[src/rtl/spi_ram_pkg.sv]
// Shared opcodes, state encoding and widths for the SPI RAM arbiter.
// The optional stall timeout is built only when SPI_ARB_TIMEOUT_EN is defined.
package spi_ram_pkg;

    localparam int DEF_ADDR_W = 8;
    localparam int CMD_W      = DEF_ADDR_W + 2;

    localparam logic [1:0] OP_WR_ADDR = 2'b00;
    localparam logic [1:0] OP_WR_DATA = 2'b01;
    localparam logic [1:0] OP_RD_ADDR = 2'b10;
    localparam logic [1:0] OP_RD_DATA = 2'b11;

    typedef enum logic [1:0] {
        ST_IDLE    = 2'd0,
        ST_LOCK_A  = 2'd1,
        ST_LOCK_B  = 2'd2,
        ST_WAIT_RD = 2'd3
    } arb_state_e;

    typedef enum logic {
        REQ_A = 1'b0,
        REQ_B = 1'b1
    } req_e;

    // Address opcodes (WR_ADDR, RD_ADDR) take or keep the lock.
    function automatic logic is_addr_op(input logic [1:0] op);
        return (op == OP_WR_ADDR) || (op == OP_RD_ADDR);
    endfunction

endpackage

[src/rtl/spi_ram_arbiter_rr_pick2.sv]
// Combinational two-way round-robin picker: on a tie the requester that
// was not granted last wins. Grant is one-hot (bit 0 = A, bit 1 = B) or zero.
module rr_pick2 (
    input  logic       valid_a_i,
    input  logic       valid_b_i,
    input  logic       last_b_i,
    output logic [1:0] grant_o
);

    always_comb begin
        grant_o = 2'b00;
        if (valid_a_i && valid_b_i) begin
            grant_o = last_b_i ? 2'b01 : 2'b10;
        end else if (valid_a_i) begin
            grant_o = 2'b01;
        end else if (valid_b_i) begin
            grant_o = 2'b10;
        end
    end

endmodule

[src/rtl/spi_ram_arbiter.sv]
// Round-robin arbiter for the single-port RAM behind the SPI slave; keeps
// address/data pairs atomic and routes read returns. SPI_ARB_TIMEOUT_EN adds a stall timeout.
module spi_ram_arbiter
    import spi_ram_pkg::*;
#(
    parameter int ADDR_W    = CMD_W - 2,
    parameter int TO_CYCLES = 16
) (
    input  logic              clk,
    input  logic              rst_n,
    input  logic [ADDR_W+1:0] a_din,
    input  logic              a_valid,
    output logic              a_ready,
    output logic [ADDR_W-1:0] a_rdata,
    output logic              a_rvalid,
    input  logic [ADDR_W+1:0] b_din,
    input  logic              b_valid,
    output logic              b_ready,
    output logic [ADDR_W-1:0] b_rdata,
    output logic              b_rvalid,
    output logic [ADDR_W+1:0] ram_din,
    output logic              ram_rx_valid,
    input  logic [ADDR_W-1:0] ram_dout,
    input  logic              ram_tx_valid,
    output logic              busy,
    output logic              err,
    output logic              err_src
);

    arb_state_e        state_q;
    req_e              last_q;
    req_e              owner_q;
    logic [ADDR_W+1:0] ram_din_q;
    logic              ram_rx_valid_q;
    logic [ADDR_W-1:0] a_rdata_q;
    logic [ADDR_W-1:0] b_rdata_q;
    logic              a_rvalid_q;
    logic              b_rvalid_q;

    logic [1:0]        pick;
    logic              a_rdy;
    logic              b_rdy;
    logic              acc_a;
    logic              acc_b;
    logic              any_acc;
    req_e              acc_req;
    logic [ADDR_W+1:0] acc_cmd;
    logic [1:0]        acc_op;
    logic              rd_return;
    logic              timeout;

    rr_pick2 u_pick (
        .valid_a_i (a_valid),
        .valid_b_i (b_valid),
        .last_b_i  (last_q == REQ_B),
        .grant_o   (pick)
    );

    // Only the lock holder may talk while locked; nobody while a read is outstanding.
    always_comb begin
        a_rdy = 1'b0;
        b_rdy = 1'b0;
        case (state_q)
            ST_IDLE: begin
                a_rdy = pick[0];
                b_rdy = pick[1];
            end
            ST_LOCK_A: a_rdy = 1'b1;
            ST_LOCK_B: b_rdy = 1'b1;
            default: begin
                a_rdy = 1'b0;
                b_rdy = 1'b0;
            end
        endcase
    end

    assign a_ready   = a_rdy & rst_n;
    assign b_ready   = b_rdy & rst_n;
    assign acc_a     = a_valid & a_ready;
    assign acc_b     = b_valid & b_ready;
    assign any_acc   = acc_a | acc_b;
    assign acc_req   = acc_b ? REQ_B : REQ_A;
    assign acc_cmd   = acc_b ? b_din : a_din;
    assign acc_op    = acc_cmd[ADDR_W+1:ADDR_W];
    assign rd_return = (state_q == ST_WAIT_RD) && ram_tx_valid;

    always_ff @(posedge clk or negedge rst_n) begin
        if (!rst_n) begin
            state_q        <= ST_IDLE;
            last_q         <= REQ_B;
            owner_q        <= REQ_A;
            ram_din_q      <= '0;
            ram_rx_valid_q <= 1'b0;
            a_rdata_q      <= '0;
            b_rdata_q      <= '0;
            a_rvalid_q     <= 1'b0;
            b_rvalid_q     <= 1'b0;
        end else begin
            ram_rx_valid_q <= any_acc;
            a_rvalid_q     <= 1'b0;
            b_rvalid_q     <= 1'b0;
            if (any_acc) begin
                ram_din_q <= acc_cmd;
                last_q    <= acc_req;
                owner_q   <= acc_req;
                if (is_addr_op(acc_op)) begin
                    state_q <= (acc_req == REQ_B) ? ST_LOCK_B : ST_LOCK_A;
                end else if (acc_op == OP_RD_DATA) begin
                    state_q <= ST_WAIT_RD;
                end else begin
                    state_q <= ST_IDLE;
                end
            end else if (rd_return) begin
                state_q <= ST_IDLE;
                if (owner_q == REQ_B) begin
                    b_rdata_q  <= ram_dout;
                    b_rvalid_q <= 1'b1;
                end else begin
                    a_rdata_q  <= ram_dout;
                    a_rvalid_q <= 1'b1;
                end
            end else if (timeout) begin
                state_q <= ST_IDLE;
            end
        end
    end

`ifdef SPI_ARB_TIMEOUT_EN
    localparam int TO_W = $clog2(TO_CYCLES + 1);

    logic [TO_W-1:0] to_cnt_q;
    logic            err_q;
    req_e            err_src_q;

    // Fires on the cycle the count would reach TO_CYCLES with no progress.
    assign timeout = (state_q != ST_IDLE) && !any_acc && !rd_return
                     && (to_cnt_q == TO_W'(TO_CYCLES - 1));

    always_ff @(posedge clk or negedge rst_n) begin
        if (!rst_n) begin
            to_cnt_q  <= '0;
            err_q     <= 1'b0;
            err_src_q <= REQ_A;
        end else begin
            err_q <= timeout;
            if (timeout) begin
                err_src_q <= owner_q;
            end
            if ((state_q == ST_IDLE) || any_acc || rd_return || timeout) begin
                to_cnt_q <= '0;
            end else begin
                to_cnt_q <= to_cnt_q + 1'b1;
            end
        end
    end

    assign err     = err_q;
    assign err_src = err_src_q;
`else
    logic unused_to_cycles;
    assign unused_to_cycles = (TO_CYCLES > 0);
    assign timeout          = 1'b0;
    assign err              = 1'b0;
    assign err_src          = 1'b0;
`endif

    assign ram_din      = ram_din_q;
    assign ram_rx_valid = ram_rx_valid_q;
    assign a_rdata      = a_rdata_q;
    assign a_rvalid     = a_rvalid_q;
    assign b_rdata      = b_rdata_q;
    assign b_rvalid     = b_rvalid_q;
    assign busy         = (state_q != ST_IDLE);

endmodule

[config.mk]
export PLATFORM = sky130hd
export DESIGN_NAME = spi_ram_arbiter
export DESIGN_NICKNAME = d
export VERILOG_FILES = /design/src/rtl/spi_ram_pkg.sv /design/src/rtl/spi_ram_arbiter_rr_pick2.sv /design/src/rtl/spi_ram_arbiter.sv
export SDC_FILE = /design/constraint.sdc
export NUM_CORES = 1
export LEC_CHECK = 0
export BUFFER_PORTS_ARGS = -buffer_cell sky130_fd_sc_hd__buf_2
export CAP_MARGIN = 20
export CORE_UTILIZATION = 30
export CTS_BUF_LIST = sky130_fd_sc_hd__clkbuf_16
export CTS_CLUSTER_SIZE = 10
export DETAILED_ROUTE_END_ITERATION = 7
export SLEW_MARGIN = 20
export SYNTH_ARGS = -nofsm -noshare
export SYNTH_HDL_FRONTEND = slang
export SYNTH_HIERARCHICAL = 1
export SYNTH_SLANG_ARGS = --single-unit
[constraint.sdc]
create_clock -name clk -period 1.4 [get_ports clk]
set_input_delay 0.07 -clock clk [delete_from_list [all_inputs] [get_ports clk]]
set_output_delay 0.07 -clock clk [all_outputs]
set_load 0.01 [all_outputs]
# After elaboration in Yosys (flattened, before gate mapping)
# Index checks and enable logic that the tools add are counted.
# word_totals
register_bits	33
latchBits	0
ram_bits	0
romBits	0
in_bits	33
out_inout_bits	34
elab_cells	49
n_memories	0
# op_classes
add_sub_neg	0
mul	0
n_div	0
magnitude_cmp	0
eq_ne	5
n_shift	0
muxes	19
n_bitwise	7
n_reduce_logical	9
# ops
operator	n
2-to-1 mux 2 bit	9
2-to-1 mux 10 bit	1
== test 2 bit (second input constant)	4
2-to-1 mux 1 bit	7
AND reduction 3 bit	2
bitwise AND 1 bit	4
logical NOT 2 bit	2
case mux 1 bit (2 select lines)	2
nonzero test 2 bit	2
== test 2 x 1 -> 1 bit (second input constant)	1
logical AND 1 bit	2
NOT 1 bit	2
logical OR 1 bit	1
bitwise OR 1 bit	1

# Depth between registers and ports, before layout
# Gate-level depths: netlist of run 1.
# depth
word_depth	11
ltp_mapped	6
depth_no_buf	5

# Cells and area by module
# Netlist of run 1, hierarchy kept.
# modules_own_cells
module	instances	cells_each	area_per_inst_um2	seq_area_each_um2
spi_ram_arbiter	1	135	1545.2	827.0
rr_pick2	1	3	18.8	0.0

# Least setup slack after synthesis of run 1
# Ideal clock, no wire load.
# synth_timing
kind	register to output
start	reg last_q
end	out a_ready
arrival_ns	1.366
required_ns	1.330
setup_slack_ns	-0.036
stages_incl_launch_ff	6
path_buffers	1
cell_sequence	dfstp_2 > inv_1 > a21boi_1 > nor2_1 > clkbuf_1 > nor3b_1
# synth_via
elab_chain_cells	4
# synth_lines
item	line_no	source
from (decl)	spi_ram_arbiter.sv:31	req_e last_q;
from (signal assigned)	spi_ram_arbiter.sv:104	last_q <= acc_req;
2-to-1 mux 2 bit	spi_ram_arbiter_rr_pick2.sv:13	grant_o = last_b_i ? 2'b01 : 2'b10;
2-to-1 mux 2 bit	spi_ram_arbiter_rr_pick2.sv:12	if (valid_a_i && valid_b_i) begin
named net pick[0]	spi_ram_arbiter.sv:40	logic [1:0] pick;
case mux 1 bit (2 select lines)	spi_ram_arbiter.sv:63	case (state_q)
bitwise AND 1 bit	spi_ram_arbiter.sv:77	assign a_ready = a_rdy & rst_n;
to (decl)	spi_ram_arbiter.sv:13	output logic a_ready,
# The timed path passes the listed nets, and every way through them passes these cells.

# Final worst setup path of run 1
# Same ends and word-level chain as after synthesis.

==> key figures, run 1 <==
Synth
  – Yosys warning count: 6
  – Ys async rst share: 100%
  – Ys flop type: dfrtp_1
  – Mean area per synthesized cell: ~11 sq um
  – Syn Std Cell Area: 1560 sq um
  – Number of synthesized register bits: 33
  – EDFF count, synth: 0
  – Cells after Synth: 138
  – Unique cell type count in the Yosys netlist: 34
  – Top-count cell post-synth: dfrtp_1
  – Sequential share of the synthesized area: 52.9%
  – Area contributors post-synth: dfrtp_1 (51%), mux2_4 (7.7%), mux2_2 (5.8%)
  – Synth area leader: dfrtp_1
  – Most instantiated cells after synthesis: dfrtp_1 (32), o21ai_0 (12), a31oi_1 (10), nand3b_1 (10), nor4_1 (10)
  – Area share of the largest cell type after synthesis: 51.2%

Critical path
  – Startpoint Class: flip-flop
  – Endpoint type of the worst setup path: output pin
  – Worst Path Required: 1330 ps
  – Crit path DAT: 1440 ps
  – Kind of critical path: reg -> out
  – CP Max Fanout: 3
  – Reg2Reg Depth: 5
  – FF-to-FF setup slack: -110 ps

Layout
  – Layout area overhead: 64.1%
  – Nets: roughly 270
  – ANT cells: 0
  – Seq. cell area: roughly 830 sq um
  – Share of cells above drive strength 1: 63.6%
  – Fill count: 451
  – Footprint of the multi-input gates: roughly 800 sq um
  – Post-Layout Cell Count: 303

Power
  – Leak: approximately 1.3 nW
  – Pwr/cell area: 2080 nW/um^2
  – Combinational share of power: 49.1%
  – Psw: 0.00185 W
  – Reg power frac: 31.0%
  – Clock group share of total power: 19.9%
  – Int Pwr: 0.00349 W
  – Sw Share: 34.6%
  – Max VDD drop: 0.978 mV
  – Overall power: 0.00534 W

Clock tree
  – CTS root buffer: clkbuf_16
  – Total CTS buffers: 5
  – Sink Count: 33
  – Longest Clk Path Bufs: 2
  – Clock Latency Late Sink: between 200 and 300 ps
  – CTS tree: yes
  – H-tree depth: 2
  – Clock transition at path regs: 60 ps

Timing
  – Final worst slack: -111 ps
  – Hold Vio Cnt, Final: 0
  – RSZ-0062 raised after global routing: yes
  – Final min period: 1510 ps
  – Max Freq: 662 MHz
  – Final Cycle Share: 108%
  – Final Skew: 5.52 ps
  – Max-slew violation count: 0
  – Final setup fails: 22

Detailed routing
  – WL/cell: 15.2 um
  – Routed Antenna Nets: 0
  – Vias: 1507
  – Post-route DRC: 0
  – DRT Pass-1 Iters: 4
  – Drt total wl: 4610 um
  – Initial DRC count: 62
  – Avg Vias per Cell: 4.97

Global route
  – Met3 capacity usage during global routing: 5.01%
  – Pin count of the biggest net entering global routing: 29
  – First-pass GRT wire length: 6800 um
  – Met1 Usage GRT: 21.5%
  – Grt ovf: 0
  – GR Util met2: 26.4%
  – Vias in the first global route: 1417
  – Antenna violations before repair: 0
  – Most used routing layer: met2
  – Total track usage: 16.7%

Min path
  – Hold crit path type: in -> reg
  – Hold depth: 2

Place
  – Final RePlAce weighted congestion: roughly 0.77
  – DP Cell Count: 283
  – Final HPWL DP: between 2000 and 3000 um
  – Port Buffer Count: 64

Floorplanning
  – Starting Density: roughly a third
  – Die W: 74.2 um
  – I/O Pins: between 60 and 70
  – Cell Rows: 25
  – Total core area: 4880 sq um
  – Chip height: roughly 74 um
  – Die area: around 5500 sq um

Outcome
  – Status: finished with violations
  – Violated checks: negative setup slack

Flow run
  – Number of max-cap violations: 0
## kinds of logic (layout without fill, tap and decap cells)
family                 after synthesis  after routing  synth area share [%]
AOI/OAI and AO/OA                   33             33                  13.1
muxes                               16             16                  13.4
buffers and inverters               18            114                  5.68
other                                1              2                 0.240
DFF                                 33             33                  52.9
and+or+nand+nor                     37             38                  14.6
## flip-flops by register name, indices dropped and copies added (netlist names)
signal	flops
ram_din	10
a_rdata	8
b_rdata	8
state_q	2
a_rvalid	1
b_rvalid	1
last_q	1
owner_q	1
ram_rx_valid	1
## final timing paths
check / startpoint / to
min in group asynchronous: rst_n / ram_din[2]
min reg2reg: b_rdata[0] / b_rdata[0]
max reg2reg: state_q[0] / a_rdata[4]
max in group asynchronous: rst_n / last_q
max: last_q / a_ready
min: ram_dout[5] / a_rdata[5]
## through the flow
| step | worst slack (ps) | TNS (ps) | hold slack, ps | util (%) | cell area (sq um) |
|---|---|---|---|---|---|
| floorplan | 2.29 | 0 | -226 | - | 1580 |
| global placement | -307 | -3580 | 58.3 | 43.3 | 2110 |
| detailed placement | -388 | -4320 | 64.8 | 43.3 | 2110 |
| CTS | -109 | -1430 | 35.1 | 49.3 | 2410 |
| global route | -198 | -2840 | 39.3 | 52.6 | 2570 |
| finish | -111 | -1800 | 40.4 | 52.6 | 2570 |
## timing repair
item	4_1_cts	5_1_grt
endpoints found under the hold margin	32	0
hold buffers	1	0
pin swaps	9	8
endpoints found under the setup margin	25	34
resized for setup	23	28
cloned	1	1
setup buffers	8	2
## critical path, stage by stage (launching register included)
cell	delay [ps]
dfstp_2	560
inv_2	50
a21boi_4	190
nor2_4	60
nor3b_2	150
buf_2	150
## per-layer routing
layer | part of all wire, % | wire, um
met4 | 1.2 | 55
met2 | 47 | 2150
met5 | 0 | 0
met3 | 7.9 | 365
met1 | 44 | 2040
## placed cells by master, fill, tap and decap left out, types with 3 or more instances in the layout
master | synthesis | layout
clkbuf_16 | 0 | 5
o21ai_0 | 12 | 7
mux2_2 | 8 | 8
buf_6 | 1 | 14
a31oi_1 | 10 | 7
buf_4 | 3 | 20
buf_2 | 2 | 62
buf_12 | 0 | 3
nand3b_1 | 10 | 10
mux2_4 | 8 | 8
o21ai_2 | 0 | 4
nand2_1 | 4 | 3
dfrtp_1 | 32 | 32
inv_1 | 5 | 4
nor4_1 | 10 | 8
## power groups by stage
stage / clock network, W / registers, W / logic [W]
floorplan: 0 / 0.00182 / 0.000923
global placement: 0 / 0.00164 / 0.00196
detailed placement: 0 / 0.00163 / 0.00199
CTS: 0.00108 / 0.00164 / 0.00230
global route: 0.00113 / 0.00171 / 0.00282
finish: 0.00106 / 0.00166 / 0.00262
## area by class of cell
| type | instances | area share, % |
|---|---|---|
| Sequential cell | 33 | 32.2 |
| Multi-Input combinational cell | 89 | 31.3 |
| Clock buffer | 5 | 4.88 |
| Tap cell | 67 | 3.27 |
| Inverter | 6 | 0.878 |
| Timing Repair Buffer | 100 | 26.8 |
| Clock inverter | 3 | 0.683 |
Note: power is estimated with default switching activity, not from simulation.
==> run 2: changes to the inputs <==
--- a/config.mk
+++ b/config.mk
@@ -11,6 +11,7 @@
 export CTS_BUF_LIST = sky130_fd_sc_hd__clkbuf_16
 export CTS_CLUSTER_SIZE = 10
 export DETAILED_ROUTE_END_ITERATION = 7
+export MAX_ROUTING_LAYER = met4
 export SLEW_MARGIN = 20
 export SYNTH_ARGS = -nofsm -noshare
 export SYNTH_HDL_FRONTEND = slang
==> key figures, run 2 (synthesis results as in run 1) <==
Outcome
  – Status: finished with violations (unchanged)
  – Violated checks: negative setup slack (unchanged)

Detailed routing
  – WL/cell: 15.2 um (about the same)
  – Vias: 1519 (was 1507)
  – Post-route DRC: 0 (unchanged)
  – DRT Pass-1 Iters: 4 (unchanged)
  – Drt total wl: 4600 um (was 4610 um)
  – Routed Antenna Nets: 0 (unchanged)
  – Avg Vias per Cell: 5.01 (was 4.97)
  – Initial DRC count: 66 (was 62)

Critical path
  – Worst stage delay on the critical path: 560 ps (about the same)
  – Kind of critical path: reg -> out (unchanged)
  – Endpoint type of the worst setup path: output pin (unchanged)
  – Reg2Reg Depth: 5 (unchanged)
  – Reg2reg end: a_rdata[4] (unchanged)
  – CP Max Fanout: 3 (unchanged)
  – Startpoint Class: flip-flop (unchanged)
  – Worst path cell trace: inv_2 > a21boi_4 > nor2_4 > nor3b_2 > buf_2 (unchanged)
  – FF-to-FF setup slack: -110 ps (about the same)
  – Reg2reg start: state_q[0] (unchanged)
  – Crit path max-delay cell type: dfstp_2 (unchanged)
  – Crit path DAT: 1440 ps (about the same)
  – Worst Path Required: 1330 ps (about the same)
  – CP startpoint: last_q (unchanged)
  – Crit path to: a_ready (unchanged)

Global route
  – Vias in the first global route: 1422 (was 1417)
  – Total track usage: 17.2% (was 16.7%)
  – Pin count of the biggest net entering global routing: 29 (unchanged)
  – Antenna violations before repair: 0 (unchanged)
  – Grt ovf: 0 (unchanged)
  – First-pass GRT wire length: 6780 um (was 6800 um)

Timing
  – Final min period: 1510 ps (about the same)
  – Max Freq: 662 MHz (about the same)
  – Final worst slack: -111 ps (about the same)
  – Hold WS: 40.4 ps (about the same)
  – Fin Setup TNS: -1670 ps (was -1800 ps)
  – Max-slew violation count: 0 (unchanged)
  – Final Skew: 4.83 ps (was 5.52 ps)
  – RSZ-0062 raised after global routing: yes (unchanged)
  – Final Cycle Share: 108% (about the same)
  – Hold Vio Cnt, Final: 0 (unchanged)
  – Final setup fails: 22 (unchanged)

Clock tree
  – Sink Count: 33 (unchanged)
  – Longest Clk Path Bufs: 2 (unchanged)
  – Clock transition at path regs: 60 ps (about the same)
  – CTS tree: yes (unchanged)
  – Total CTS buffers: 5 (unchanged)
  – Clock Latency Late Sink: 280 ps (about the same)
  – H-tree depth: 2 (unchanged)
  – CTS root buffer: clkbuf_16 (unchanged)

Layout
  – Fin util: 52.6% (unchanged)
  – Most frequent cells in the layout: buf_2 (62), dfrtp_1 (32), buf_4 (20) (unchanged)
  – Nets: 268 (unchanged)
  – ANT cells: 0 (unchanged)
  – Layout area overhead: 64.1% (unchanged)
  – Share of cells above drive strength 1: 63.6% (unchanged)
  – Commonest non-fill, non-tap cell in the layout: buf_2 (unchanged)
  – Max FFs per register: 10 (unchanged)

Place
  – Final HPWL DP: 2930 um (unchanged)
  – Port Buffer Count: 64 (unchanged)
  – Final RePlAce weighted congestion: 0.780 (was 0.770)

Power
  – Max VDD drop: 0.981 mV (was 0.978 mV)
  – Pwr/cell area: 2080 nW/um^2 (about the same)
  – Leak: 1.25 nW (unchanged)

Floorplanning
  – Die area: 5510 sq um (unchanged)
  – Die W: 74.2 um (unchanged)
  – Cell Rows: 25 (unchanged)
  – Chip height: 74.2 um (unchanged)
  – I/O Pins: 67 (unchanged)
  – Starting Density: 32.1% (unchanged)
  – Total core area: 4880 sq um (unchanged)

Min path
  – Hold crit path type: in -> reg (unchanged)

Flow run
  – Number of max-cap violations: 0 (unchanged)
==> run 2: final cells by class <==
class	instances	area [sq um]
inverters	6	22.5
well taps	67	83.8
fillers	451	2310
repair buffers	100	688
clock inverters	3	17.5
clock buffers	5	125
multi-input cells	89	802
flip-flops and latches	33	827
==> run 2: power breakdown <==
group	switching (W)	internal, W
Combinational	0.00119	0.00143
Sequential	0.000251	0.00141
Clock	0.000415	0.000651
Total	0.00185	0.00349
==> run 2: worst min-delay path by stage <==
stage,start,to,cells past startpoint
after floorplan,rst_n,a_rdata[0],0
after global placement,rst_n,ram_din[2],2
after detailed placement,rst_n,ram_din[2],2
after CTS,ram_dout[5],a_rdata[5],2
after global routing,ram_dout[5],a_rdata[5],2
final,ram_dout[6],a_rdata[6],2
==> run 2: worst max-delay path: cells and delay by family, from the launching register on <==
family | cells | cell delay (ps)
compound gates | 1 | 190
buf+inv | 2 | 200
flops | 1 | 560
simple gates | 2 | 210
==> run 2: what timing repair did <==
action | in CTS | in global routing
pin swaps | 9 | 8
endpoints found under the hold margin | 32 | 0
setup endpoints to repair | 25 | 34
gates cloned | 1 | 1
setup buffers | 8 | 2
gates resized for setup | 23 | 28
hold buffers | 1 | 0
==> run 2: metrics by stage <==
stage	instance area [sq um]	std cells	setup WS, ps	power, W
floorplan	1580	139	2.29	0.00275
global placement	2110	283	-307	0.00360
detailed placement	2110	283	-388	0.00362
CTS	2410	300	-109	0.00501
global route	2570	303	-198	0.00566
finish	2570	303	-111	0.00535
==> run 2: metal layers <==
metal | share of wire (%) | global-route usage, % | vias to the layer above
li1 | - | - | 707
met1 | 44 | 21.6 | 724
met2 | 46 | 26.4 | 83
met3 | 8.2 | 4.74 | 5
met4 | 1.3 | 6.41 | 0
met5 | 0 | - | -
==> run 3: changes to the inputs <==
--- a/config.mk
+++ b/config.mk
@@ -15,5 +15,4 @@
 export SLEW_MARGIN = 20
 export SYNTH_ARGS = -nofsm -noshare
 export SYNTH_HDL_FRONTEND = slang
-export SYNTH_HIERARCHICAL = 1
 export SYNTH_SLANG_ARGS = --single-unit
==> key figures, run 3 <==
Timing
  – Max-slew violation count: 0 (unchanged)
  – Final worst slack: 38.1 ps (was -111 ps)
  – RSZ-0062 raised after global routing: yes (unchanged)
  – Hold WS: 9.62 ps (was 40.4 ps)
  – Final Cycle Share: 97.3% (was 108%)
  – Final Skew: 3.00 ps (was 4.83 ps)
  – Final min period: 1360 ps (was 1510 ps)
  – Max Freq: 734 MHz (was 662 MHz)
  – Hold Vio Cnt, Final: 0 (unchanged)
  – Final setup fails: 0 (was 22)

Layout
  – Share of cells above drive strength 1: 51.6% (was 63.6%)
  – ANT cells: 0 (unchanged)
  – Seq. cell area: 830 sq um (was 827 sq um)
  – Most frequent cells in the layout: buf_2 (63), nand2_1 (36), dfrtp_1 (30) (was buf_2 (62), dfrtp_1 (32), buf_4 (20))
  – Commonest non-fill, non-tap cell in the layout: buf_2 (unchanged)
  – Nets: 248 (was 268)
  – Layout area overhead: 48.8% (was 64.1%)
  – Fill count: 445 (was 451)
  – Footprint of the multi-input gates: 611 sq um (was 802 sq um)
  – Max FFs per register: 10 (unchanged)

Power
  – Leak: 1.12 nW (was 1.25 nW)
  – Psw: 0.00136 W (was 0.00185 W)
  – Clock group share of total power: 23.3% (was 19.9%)
  – Max VDD drop: 0.954 mV (was 0.981 mV)
  – Int Pwr: 0.00284 W (was 0.00349 W)
  – Combinational share of power: 38.4% (was 49.0%)
  – Overall power: 0.00420 W (was 0.00535 W)
  – Sw Share: 32.5% (was 34.7%)
  – Pwr/cell area: 1930 nW/um^2 (was 2080 nW/um^2)
  – Reg power frac: 38.3% (was 31.0%)

Critical path
  – CP Max Fanout: 2 (was 3)
  – Endpoint type of the worst setup path: output pin (unchanged)
  – Instance count on the critical path: 4 (was 5)
  – Crit path DAT: 1290 ps (was 1440 ps)
  – Startpoint Class: flip-flop (unchanged)
  – Worst Path Required: 1330 ps (about the same)
  – Reg2reg end: ram_din[5] (was a_rdata[4])
  – WP buf/inv: 1 (was 2)
  – CP top delay family: flip-flops (unchanged)
  – Crit path max-delay cell type: dfstp_2 (unchanged)
  – Reg2Reg Depth: 5 (unchanged)
  – FF-to-FF setup slack: 40 ps (was -110 ps)
  – Kind of critical path: reg -> out (unchanged)
  – Reg2reg start: state_q[0] (unchanged)
  – Crit path to: a_ready (unchanged)
  – Worst path cell trace: nand2b_4 > a21oi_2 > nor3b_2 > buf_2 (was inv_2 > a21boi_4 > nor2_4 > nor3b_2 > buf_2)
  – CP startpoint: last_q (unchanged)
  – Worst stage delay on the critical path: 550 ps (was 560 ps)

Place
  – Final HPWL DP: 2480 um (was 2930 um)
  – Post-Place Worst Slack: 6.66 ps (was -388 ps)
  – Port Buffer Count: 64 (unchanged)
  – Final RePlAce weighted congestion: 0.698 (was 0.780)

Synth
  – Simple-Gate Fraction of Synth Area: 15.8% (was 14.6%)
  – Cells after Synth: 131 (was 138)
  – Synth area leader: dfrtp_1 (unchanged)
  – Synth Area in Compound Gates: 10.4% (was 13.1%)
  – Unique cell type count in the Yosys netlist: 30 (was 34)
  – Yosys warning count: 0 (was 6)
  – Most instantiated cells after synthesis: nand2_1 (36), dfrtp_1 (32), mux2i_1 (10) (was dfrtp_1 (32), o21ai_0 (12), a31oi_1 (10), nand3b_1 (10), nor4_1 (10))
  – Number of synthesized register bits: 33 (unchanged)
  – Top-count cell post-synth: nand2_1 (was dfrtp_1)
  – Mean area per synthesized cell: 11.2 sq um (was 11.3 sq um)
  – Ys flop type: dfrtp_1 (unchanged)
  – EDFF count, synth: 0 (unchanged)
  – Ys async rst share: 100% (unchanged)
  – Multiplexer share of the synthesized area: 13.0% (was 13.4%)
  – Syn Std Cell Area: 1460 sq um (was 1560 sq um)
  – Synth Area in XOR/XNOR: 0% (unchanged)
  – Sequential share of the synthesized area: 56.5% (was 52.9%)
  – Area share of the largest cell type after synthesis: 54.7% (was 51.2%)
  – Largest family of logic cells by synthesized area: simple AND/OR/NAND/NOR gates (unchanged)
  – Area contributors post-synth: dfrtp_1 (55%), nand2_1 (9.2%), mux2i_1 (6.8%) (was dfrtp_1 (51%), mux2_4 (7.7%), mux2_2 (5.8%))
  – Post-Synth Adder-Cell Area: 0% (unchanged)

Detailed routing
  – Initial DRC count: 36 (was 66)
  – Avg Vias per Cell: 4.31 (was 5.01)
  – Post-route DRC: 0 (unchanged)
  – Drt total wl: 3300 um (was 4600 um)
  – WL/cell: 11.7 um (was 15.2 um)
  – Vias: 1216 (was 1519)
  – Routed Antenna Nets: 0 (unchanged)
  – DRT Pass-1 Iters: 4 (unchanged)

Clock tree
  – Longest Clk Path Bufs: 2 (unchanged)
  – CTS root buffer: clkbuf_16 (unchanged)
  – Sink Count: 33 (unchanged)
  – Total CTS buffers: 5 (unchanged)
  – Clock Latency Late Sink: 270 ps (was 280 ps)
  – Clock transition at path regs: 50 ps (was 60 ps)
  – CTS tree: yes (unchanged)
  – H-tree depth: 2 (unchanged)

Global route
  – First-pass GRT wire length: 5310 um (was 6780 um)
  – Pin count of the biggest net entering global routing: 20 (was 29)
  – Vias in the first global route: 1163 (was 1422)
  – Antenna violations before repair: 0 (unchanged)
  – Grt ovf: 0 (unchanged)
  – Total track usage: 13.8% (was 17.2%)

Floorplanning
  – Die area: 5160 sq um (was 5510 sq um)
  – I/O Pins: 67 (unchanged)
  – Cell Rows: 25 (unchanged)
  – Die W: 71.9 um (was 74.2 um)
  – Starting Density: 31.0% (was 32.1%)
  – Total core area: 4720 sq um (was 4880 sq um)
  – Chip height: 71.9 um (was 74.2 um)

Flow run
  – Number of max-cap violations: 0 (unchanged)

Outcome
  – Status: complete, no violations (was finished with violations)

Min path
  – Hold crit path type: in -> reg (unchanged)
run 3: cell type report:
| class | instances | share of cell area, % |
|---|---|---|
| timing repair buffer | 82 | 23.4 |
| inverter | 3 | 0.517 |
| clock buffer | 5 | 5.74 |
| clock inverter | 2 | 0.345 |
| multi-input combinational | 90 | 28.0 |
| sequential | 33 | 38.1 |
| tap | 67 | 3.85 |
run 3: metal layers:
layer / up-vias / part of all wire [%] / GRT usage [%] / wire [um]
li1: 609 / - / - / -
met1: 552 / 47 / 18.4 / 1570
met2: 52 / 45 / 20.2 / 1470
met3: 3 / 7.2 / 4.08 / 237
met4: 0 / 0.88 / 3.92 / 29
met5: - / 0 / - / 0
run 3: cell families (layout without fill, tap and decap cells):
| logic type | Yosys count | after routing |
|---|---|---|
| other | 1 | 2 |
| flip-flops | 33 | 33 |
| AO/OA/AOI/OAI | 20 | 20 |
| multiplexers | 18 | 18 |
| AND/OR/NAND/NOR | 50 | 50 |
| buffers and inverters | 9 | 92 |
run 3: worst register-to-register path: stages, from the launching register on:
cell and delay [ps]:
dfrtp_2 430, nand3b_1 200, a21oi_4 160, buf_6 160, mux2i_2 230, o21ai_2 60
run 3: metrics by stage:
stage	setup TNS (ps)	cell area, sq um	utilization (%)	cells
after floorplan	-342	1470	-	132
after global placement	-4.42	1930	40.8	269
after detailed placement	0	1930	40.8	269
after CTS	-3.97	2110	44.8	280
after global routing	-472	2180	46.1	282
final	0	2180	46.1	282
run 3: power by group through the flow:
stage / Combinational, W / Clock [W] / Sequential, W
after floorplan: 0.000674 / 0 / 0.00176
after global placement: 0.00146 / 0 / 0.00160
after detailed placement: 0.00147 / 0 / 0.00162
after CTS: 0.00156 / 0.00102 / 0.00161
after global routing: 0.00177 / 0.00106 / 0.00166
final: 0.00161 / 0.000981 / 0.00161
run 3: how the worst min path moves through the flow:
stage                startpoint         end  slack, ps  depth (start not counted)
CTS                 ram_dout[0]  b_rdata[0]          2                          3
detailed placement        rst_n  state_q[0]       -110                          1
global placement          rst_n  state_q[0]       -110                          1
global route        ram_dout[6]  b_rdata[6]         20                          3
finish              ram_dout[0]  b_rdata[0]         10                          3
floorplan                 rst_n  a_rdata[0]       -230                          0
run 3: repair_timing:
item | in CTS | in global routing
gates resized for setup | 1 | 14
hold buffers | 3 | 0
buffers inserted | 1 | 2
hold endpoints to repair | 34 | 0
pin swaps | 1 | 5
setup endpoints to repair | 2 | 23
